==> src/rtl/switch_input_pkg.sv <==
// Shared constants for the switch/key input controller: input counts,
// read-select codes and the default debounce length.
package switch_input_pkg;

   localparam int NUM_SW  = 10;
   localparam int NUM_KEY = 2;

   localparam logic [1:0] SEL_SW    = 2'd0;
   localparam logic [1:0] SEL_KEY   = 2'd1;
   localparam logic [1:0] SEL_EVENT = 2'd2;

   localparam int DEFAULT_DEBOUNCE_CYCLES = 500000;

endpackage

==> src/rtl/input_debouncer.sv <==
// One-bit input conditioner: 2-flop synchroniser followed by a debounce
// counter that only accepts a level after DEBOUNCE_CYCLES stable cycles.
module input_debouncer
   import switch_input_pkg::*;
#(
   parameter int   DEBOUNCE_CYCLES = DEFAULT_DEBOUNCE_CYCLES,
   parameter logic RESET_VAL       = 1'b0
) (
   input  logic clk,
   input  logic rst_n,
   input  logic d_in,
   output logic q_out
);

   localparam int CNT_W = $clog2(DEBOUNCE_CYCLES);
   localparam logic [CNT_W-1:0] CNT_MAX = CNT_W'(DEBOUNCE_CYCLES - 1);

   logic             r_sync1;
   logic             r_sync2;
   logic             r_stable;
   logic [CNT_W-1:0] r_cnt;

   // The counter clears at CNT_MAX, so it can never wrap.
   always_ff @(posedge clk or negedge rst_n) begin
      if (!rst_n) begin
         r_sync1  <= RESET_VAL;
         r_sync2  <= RESET_VAL;
         r_stable <= RESET_VAL;
         r_cnt    <= '0;
      end else begin
         r_sync1 <= d_in;
         r_sync2 <= r_sync1;
         if (r_sync2 != r_stable) begin
            if (r_cnt == CNT_MAX) begin
               r_stable <= r_sync2;
               r_cnt    <= '0;
            end else begin
               r_cnt <= r_cnt + 1'b1;
            end
         end else begin
            r_cnt <= '0;
         end
      end
   end

   assign q_out = r_stable;

endmodule

==> src/rtl/switch_input_controller.sv <==
// Debounced slide-switch / push-button front end with a registered read port.
// Define SWITCH_INPUT_EVENT_LATCH_EN to add the sticky key-press event register.
module switch_input_controller
   import switch_input_pkg::*;
#(
   parameter int DEBOUNCE_CYCLES = DEFAULT_DEBOUNCE_CYCLES
) (
   input  logic               clk,
   input  logic               rst_n,
   input  logic [NUM_SW-1:0]  sw_in,
   input  logic [NUM_KEY-1:0] key_in,
   input  logic               rd_en,
   input  logic [1:0]         rd_sel,
   output logic [31:0]        rd_data,
   output logic [NUM_SW-1:0]  sw_stable,
   output logic [NUM_KEY-1:0] key_pressed
);

   logic [NUM_KEY-1:0] w_key_stable;
   logic [NUM_KEY-1:0] w_key_event;
   logic [31:0]        w_rd_mux;
   logic [31:0]        r_rd_data;

   for (genvar gi = 0; gi < NUM_SW; gi++) begin : g_sw
      input_debouncer #(
         .DEBOUNCE_CYCLES (DEBOUNCE_CYCLES),
         .RESET_VAL       (1'b0)
      ) u_deb (
         .clk   (clk),
         .rst_n (rst_n),
         .d_in  (sw_in[gi]),
         .q_out (sw_stable[gi])
      );
   end

   // Keys are active-low; resetting their flops to 1 means "released".
   for (genvar gk = 0; gk < NUM_KEY; gk++) begin : g_key
      input_debouncer #(
         .DEBOUNCE_CYCLES (DEBOUNCE_CYCLES),
         .RESET_VAL       (1'b1)
      ) u_deb (
         .clk   (clk),
         .rst_n (rst_n),
         .d_in  (key_in[gk]),
         .q_out (w_key_stable[gk])
      );
   end

   assign key_pressed = ~w_key_stable;

`ifdef SWITCH_INPUT_EVENT_LATCH_EN
   logic [NUM_KEY-1:0] r_key_prev;
   logic [NUM_KEY-1:0] r_key_event;
   logic [NUM_KEY-1:0] w_key_rise;
   logic               w_evt_clear;

   assign w_key_rise  = key_pressed & ~r_key_prev;
   assign w_evt_clear = rd_en && (rd_sel == SEL_EVENT);

   // A new press in the clearing cycle survives the clear.
   always_ff @(posedge clk or negedge rst_n) begin
      if (!rst_n) begin
         r_key_prev  <= '0;
         r_key_event <= '0;
      end else begin
         r_key_prev <= key_pressed;
         if (w_evt_clear) r_key_event <= w_key_rise;
         else             r_key_event <= r_key_event | w_key_rise;
      end
   end

   assign w_key_event = r_key_event;
`else
   assign w_key_event = '0;
`endif

   always_comb begin
      w_rd_mux = '0;
      case (rd_sel)
         SEL_SW:    w_rd_mux[NUM_SW-1:0]  = sw_stable;
         SEL_KEY:   w_rd_mux[NUM_KEY-1:0] = key_pressed;
         SEL_EVENT: w_rd_mux[NUM_KEY-1:0] = w_key_event;
         default:   w_rd_mux = '0;
      endcase
   end

   always_ff @(posedge clk or negedge rst_n) begin
      if (!rst_n)     r_rd_data <= '0;
      else if (rd_en) r_rd_data <= w_rd_mux;
   end

   assign rd_data = r_rd_data;

endmodule

==> config.mk <==
export PLATFORM = sky130hd
export DESIGN_NAME = switch_input_controller
export DESIGN_NICKNAME = d
export VERILOG_FILES = /design/src/rtl/switch_input_pkg.sv /design/src/rtl/input_debouncer.sv /design/src/rtl/switch_input_controller.sv
export SDC_FILE = /design/constraint.sdc
export NUM_CORES = 1
export LEC_CHECK = 0
export BUFFER_PORTS_ARGS = -buffer_cell sky130_fd_sc_hd__clkbuf_2
export CORE_ASPECT_RATIO = 1.2
export CORE_MARGIN = 2
export CORE_UTILIZATION = 55
export CTS_CLUSTER_DIAMETER = 80
export DETAILED_ROUTE_END_ITERATION = 7
export PLACE_DENSITY = 0.73
export SLEW_MARGIN = 0
export SYNTH_ARGS = -nofsm -noshare
export SYNTH_HDL_FRONTEND = slang
export SYNTH_SLANG_ARGS = --single-unit
export TNS_END_PERCENT = 100
==> constraint.sdc <==
create_clock -name clk -period 2.4 [get_ports clk]
set_clock_uncertainty 0.05 [all_clocks]
set_input_delay 0.24 -clock clk [delete_from_list [all_inputs] [get_ports clk]]
set_output_delay 0.24 -clock clk [all_outputs]
set_load 0.005 [all_outputs]
==> results of run 1 <==
[sequential cells by signal, summed over array words and instances (netlist names)]
signal and flops:
rd_data 10, g_key.u_deb.r_sync1 2, g_sw.u_deb.r_sync2 10, g_key.u_deb.r_cnt 38, g_sw.u_deb.r_cnt 190, g_sw.u_deb.r_sync1 10, g_key.u_deb.r_sync2 2, g_key.u_deb.q_out 2
g_sw.u_deb.q_out 10
[power by group through the flow]
stage	Combinational [mW]	Clock, mW	Sequential, mW
after global placement	0.350	0	4.84
after detailed placement	0.355	0	4.85
after floorplan	0.199	0	4.83
final	0.366	4.28	4.77
after global routing	0.423	4.58	4.77
after CTS	0.377	4.38	4.77
[critical path, delay by kind of cell, from the launching register on]
kind / cells / cell delay, ns
and+or+nand+nor: 3 / 1.20
AOI/OAI and AO/OA: 1 / 0.42
DFF: 1 / 0.40
[final cells by class]
type                            count  area, sq um  area share (%)
Inverter                           57        214.0           1.434
Clock inverter                      5        50.05          0.3355
Multi-Input combinational cell    954         5869           39.35
Sequential cell                   274         6864           46.02
Tap cell                          320        400.4           2.684
Timing Repair Buffer               87        653.1           4.378
Clock buffer                       45        865.8           5.804
[logic make-up (layout without fill, tap and decap cells)]
group           after synthesis  count (layout)  synth area share [%]
compound gates              118             118                 5.727
other cells                   1              22               0.02832
xor+xnor                    168             168                 11.11
mux                          14              14                 1.172
simple gates                620             620                 24.56
buf+inv                     114             194                 4.423
fa+ha+maj                    12              12                 1.134
flops                       274             274                 51.84
[layer usage]
metal | wire length, microns | part of all wire, %
met1 | 11300 | 45
met2 | 12600 | 50
met3 | 811 | 3.2
met4 | 592 | 2.3
met5 | 0 | 0
[metrics by stage]
| step | hold WS [ns] | utilization [%] | setup WS (ns) |
|---|---|---|---|
| floorplan | -0.1056 | - | 0.3487 |
| global placement | 0.2099 | 58.20 | 0.2519 |
| detailed placement | 0.2095 | 58.20 | 0.2092 |
| CTS | 0.01077 | 62.64 | 0.1875 |
| global route | 0.02685 | 62.64 | 0.09469 |
| finish | 0.03549 | 62.64 | 0.1865 |
[how the worst max path moves through the flow]
stage                                        from                      end  slack [ns]  cells past startpoint
final                     g_sw[6].u_deb.r_cnt[11]  g_sw[6].u_deb.r_cnt[11]        0.19                      4
after global routing      g_sw[6].u_deb.r_cnt[11]  g_sw[6].u_deb.r_cnt[11]        0.09                      4
after CTS                 g_sw[6].u_deb.r_cnt[11]  g_sw[6].u_deb.r_cnt[11]        0.19                      4
after detailed placement  g_sw[6].u_deb.r_cnt[11]  g_sw[6].u_deb.r_cnt[14]        0.21                      4
after global placement    g_sw[6].u_deb.r_cnt[11]   g_sw[6].u_deb.r_cnt[2]        0.25                      4
after floorplan           g_sw[4].u_deb.r_cnt[12]      g_sw[4].u_deb.q_out        0.35                      4
[repair_timing]
action,in CTS,in global routing
buffers inserted,0,0
endpoints found under the hold margin,78,0
hold buffers,14,0
endpoints found under the setup margin,0,0
[cells in the mapped netlist, drive strengths merged (13+ instances only)]
library cell,count,area [sq um]
nand4,60,394.1
nand2,62,232.7
and2,13,81.33
clkbuf,15,57.55
dfrtp,268,6706
nand3,84,420.4
xor2,50,437.9
a21oi,47,235.2
xnor2,118,1033
buf,42,314.0
nor2,203,762.0
nor4,36,225.2
inv,57,214.0
o21ai,41,261.5
or3,33,207.7
nor3,40,200.2
and4,13,115.1
or4,30,244.0
o31ai,20,178.9
==> run_results.csv, run 1 <==
group,metric,value,unit
sta,finalSetupTns,0,ns
place,gp_congestion,0.8684,
sta,setup_violations,0,
place,io_buffers,38,
final_layout,final_cells,1742,
route,drt-pass1-iter-count,5,
worst_setup_path,critPathSlowestCell,"or4_4",
floorplanning,ios,61,
floorplanning,row_count,62,
worst_setup_path,r2r_end,"g_sw[6].u_deb.r_cnt[11]",
floorplanning,die_h,174.0,microns
sta,min_period_over_period,92.23,%
final_layout,fillers,1948,
worst_setup_path,crit_chain,"or4_1 > or4_4 > o21ai_4 > nor2_1",
worst_setup_path,critPathRequiredTime,2.75,ns
job,maxCapViolCount,0,
final_layout,fin_area,14920,sq um
final_layout,diodes,0,
min_path,min_path_cells,3,
route,post_drt_wl_per_cell,14.52,microns
worst_setup_path,endpoint_kind,"register",
route,drtIter0Drc,456,
sta,slew_violations,0,
place,place_area,13860,sq um
clocking,cts_buffers,28,
power_and_ir_drop,p_leak,6.037,nW
final_layout,layout-drive-gt1-share,11.74,%
worst_setup_path,critPathMaxStageDelay,0.55,ns
power_and_ir_drop,comb_power_share,3.9,%
final_layout,nets,1431,
clocking,clkSlewWorstSetupHoldPaths,0.06,ns
worst_setup_path,rrSetupSlack,0.19,ns
power_and_ir_drop,pwr-share-seq,50.6,%
synthesis,netlist_area,13240,sq um
global_route,grt_use_met3,2.572,%
worst_setup_path,rr_startpoint,"g_sw[6].u_deb.r_cnt[11]",
route,ant_nets,0,
power_and_ir_drop,powerDensity,630.7,nW/um^2
synthesis,syn_inst,1321,
route,viasPerCell,5.520,
synthesis,ys_seq_area_share,51.84,%
power_and_ir_drop,irDropWorstVdd,0.5781,mV
clocking,cts_buffer_depth,3,
worst_setup_path,ff2ff_path_depth,4,
power_and_ir_drop,p_clk_share,45.5,%
min_path,min_to,"rd_data[0]",
place,dp_hpwl,16.94,mm
synthesis,ys_warn_count,0,
synthesis,synth_edf_count,0,
final_layout,area_growth,12.66,%
route,routed_wirelength,25.30,mm
clocking,cts_tree,"yes",
synthesis,ys_ff_latch,274,
sta,worst_pin_slew,0.5829,ns
clocking,clock_latency,0.54,ns
clocking,cts_root_buffer,"clkbuf_16",
global_route,grt_pass1_vias,9633,
clocking,cts_resized,0,
clocking,cts_max_level,1,
floorplanning,design.core.area,23820,sq um
final_layout,mostFrequentLayoutCells,"dfrtp_1 (268), nor2_1 (203), xnor2_1 (118)",
global_route,grt.overflow.total,0,
floorplanning,fp.dieArea,25340,sq um
power_and_ir_drop,fin_total_pwr,9.409,mW
power_and_ir_drop,p_sw,2.032,mW
route,drc,0,
floorplanning,initial_utilization,55.60,%
synthesis,syn_area_per_cell,10.02,sq um
floorplanning,dieWidth,145.6,microns
outcome,status,"finished, final reports clean",
worst_setup_path,cp-start-kind,"register",
synthesis,synth.distinct_cells,57,
global_route,grt_max_degree,74,
sta,relSlewSlack,60.78,%
global_route,grt_busiest_layer,"met2",
global_route,antenna_found_initial,0,
worst_setup_path,critPathArrivalTime,2.56,ns
min_path,holdCritStartpoint,"rd_sel[0]",
place,dp.cells,1678,
global_route,grt_pass1_wl,44.59,mm
min_path,hold_path.class,"in2reg",
sta,hold_viol,0,
sta,rsz0062_at_grt,"false",
worst_setup_path,criticalPathCategory,"reg2reg",
worst_setup_path,worstPathMaxFanout,18,
final_layout,final_common_cell,"dfrtp_1",
route,route.vias.total,9615,
synthesis,synthFlopType,"dfrtp_1",
sta,max_freq,0.4518,GHz
global_route,use_met1,26.43,%
sta,fin_crit,2.213,ns
global_route,grt_use_total,20.41,%
synthesis,async_reset_ff_share,100.0,%
clocking,clock-sinks,274,
power_and_ir_drop,sw_frac_of_total,21.59,%
global_route,grt_use_met2,36.06,%
power_and_ir_drop,internal_power,7.377,mW
Note: power is estimated with default switching activity, not from simulation.
==> run 2: changes to the inputs <==
CORE_ASPECT_RATIO = 0.8   (was 1.2)
==> run_results.csv, run 2 (synthesis gave the netlist of run 1 again) <==
group,metric,value,unit
global_route,grt_pass1_wl,43.42,mm
final_layout,diodes,0,
final_layout,largest_reg_flops,190,
clocking,cts_setup_buffers,0,
route,routed_wirelength,24.76,mm
floorplanning,ios,61,
power_and_ir_drop,powerDensity,651.3,nW/um^2
min_path,hold_path.class,"in2reg",
global_route,antenna_found_initial,0,
sta,slew_violations,0,
power_and_ir_drop,p_leak,6.068,nW
route,drt-pass1-iter-count,5,
sta,hold_viol,0,
final_layout,layout-drive-gt1-share,12.03,%
sta,worst_pin_slew,0.5876,ns
clocking,cts_root_buffer,"clkbuf_16",
worst_setup_path,endpoint_kind,"register",
worst_setup_path,critPathArrivalTime,2.56,ns
final_layout,fillers,1891,
worst_setup_path,crit_buf_inv,0,
final_layout,top_regs,"g_sw.u_deb.r_cnt x190, g_key.u_deb.r_cnt x38",
place,dp_hpwl,16.75,mm
worst_setup_path,critPathMaxStageDelay,0.55,ns
worst_setup_path,cp-start-kind,"register",
global_route,grt.overflow.total,0,
floorplanning,die_h,142.8,microns
sta,fin_crit,2.218,ns
final_layout,mostFrequentLayoutCells,"dfrtp_1 (268), nor2_1 (203), xnor2_1 (118)",
final_layout,nets,1429,
sta,setup_violations,0,
route,ant_nets,0,
power_and_ir_drop,irDropWorstVdd,0.4993,mV
route,post_drt_wl_per_cell,14.28,microns
final_layout,top_register,"g_sw.u_deb.r_cnt",
sta,finalSetupTns,0,ns
global_route,grt_use_total,20.42,%
route,drtIter0Drc,665,
global_route,grt_pass1_vias,9115,
global_route,grt_max_degree,74,
floorplanning,design.core.area,23520,sq um
final_layout,area_growth,13.09,%
worst_setup_path,worstPathMaxFanout,18,
clocking,clock_latency,0.54,ns
worst_setup_path,critPathRequiredTime,2.74,ns
floorplanning,dieWidth,177.5,microns
clocking,ctsHoldBuffers,13,
sta,relSlewSlack,60.47,%
final_layout,final_common_cell,"dfrtp_1",
route,route.vias.total,9490,
outcome,status,"finished, final reports clean",
clocking,cts_buffer_depth,3,
place,io_buffers,38,
floorplanning,fp.dieArea,25340,sq um
power_and_ir_drop,fin_total_pwr,9.753,mW
clocking,clock-sinks,274,
sta,max_freq,0.4509,GHz
route,viasPerCell,5.473,
sta,rsz0062_at_grt,"false",
clocking,cts_buffers,29,
clocking,cts_resized,0,
job,maxCapViolCount,0,
worst_setup_path,critPathTopFamily,"simple AND/OR/NAND/NOR gates",
worst_setup_path,criticalPathCategory,"reg2reg",
place,gp_congestion,0.8530,
floorplanning,initial_utilization,56.29,%
clocking,clkSlewWorstSetupHoldPaths,0.06,ns
worst_setup_path,crit_chain,"or4_1 > or4_4 > o21ai_4 > nor2_1",
clocking,cts_tree,"yes",
floorplanning,row_count,50,
worst_setup_path,critPathSlowestCell,"or4_4",
sta,min_period_over_period,92.40,%
route,drc,0,
sta,fin_hold_ws,0.03718,ns
clocking,cts_max_level,1,
[run 2: changes by cell type in the layout (fill, tap and decap cells not counted)]
cell | before | now
clkinvlp_4 | 0 | 1
clkinv_4 | 0 | 1
buf_4 | 31 | 29
clkbuf_8 | 8 | 7
dlygate4sd3_1 | 14 | 13
clkbuf_1 | 8 | 5
clkinv_2 | 4 | 6
bufinv_16 | 1 | 4
[run 2: tightest hold or removal path: cells and delay by family]
| family | cells | cell delay (ns) |
|---|---|---|
| buf+inv | 1 | 0.14 |
| mux | 1 | 0.08 |
| compound gates | 1 | 0.11 |
[run 2: power by group]
| part | switching [mW] | leakage [nW] | total (mW) | internal [mW] |
|---|---|---|---|---|
| sequential | 0.0679 | 3.73 | 4.76 | 4.70 |
| combinational | 0.240 | 1.84 | 0.364 | 0.123 |
| clock | 1.77 | 0.498 | 4.63 | 2.86 |
| total | 2.08 | 6.07 | 9.75 | 7.68 |
[run 2: layout make-up]
type / count / area (sq um) / share of cell area [%]
timing repair buffer: 84 / 628.1 / 4.195
clock inverter: 12 / 166.4 / 1.111
sequential: 274 / 6864 / 45.84
inverter: 57 / 214.0 / 1.429
multi-input combinational: 954 / 5869 / 39.20
tap: 312 / 390.4 / 2.607
clock buffer: 41 / 840.8 / 5.615
[run 2: worst paths after layout]
path | from | endpoint | slack [ns] | depth (start not counted)
worst min-delay path | rd_sel[0] | rd_data[0] | 0.04 | 3
worst max register to register | g_sw[7].u_deb.r_cnt[11] | g_sw[7].u_deb.r_cnt[9] | 0.18 | 4
min in group asynchronous | rst_n | g_sw[5].u_deb.r_cnt[16] | 0.19 | 2
worst max-delay path | g_sw[7].u_deb.r_cnt[11] | g_sw[7].u_deb.r_cnt[9] | 0.18 | 4
worst min register to register | g_sw[1].u_deb.r_sync1 | g_sw[1].u_deb.r_sync2 | 0.30 | 0
max in group asynchronous | rst_n | g_sw[2].u_deb.r_cnt[7] | 1.34 | 3
[run 2: per-layer routing]
metal  vias up  global-route usage, %  wire, microns
met4         0                  4.875            489
li1       4738                      -              -
met2       144                  31.70          11110
met1      4566                  30.61          12410
met3        42                  2.689            751
met5         -                      0              0
[run 2: through the flow]
stage	worst slack (ns)	area [sq um]	cells	utilization, %
after CTS	0.1766	14970	1734	63.65
after global routing	0.04995	14970	1734	63.65
after detailed placement	0.1884	13840	1668	58.82
after floorplan	0.3487	13320	1342	-
final	0.1824	14970	1734	63.65
after global placement	0.2309	13840	1668	58.82
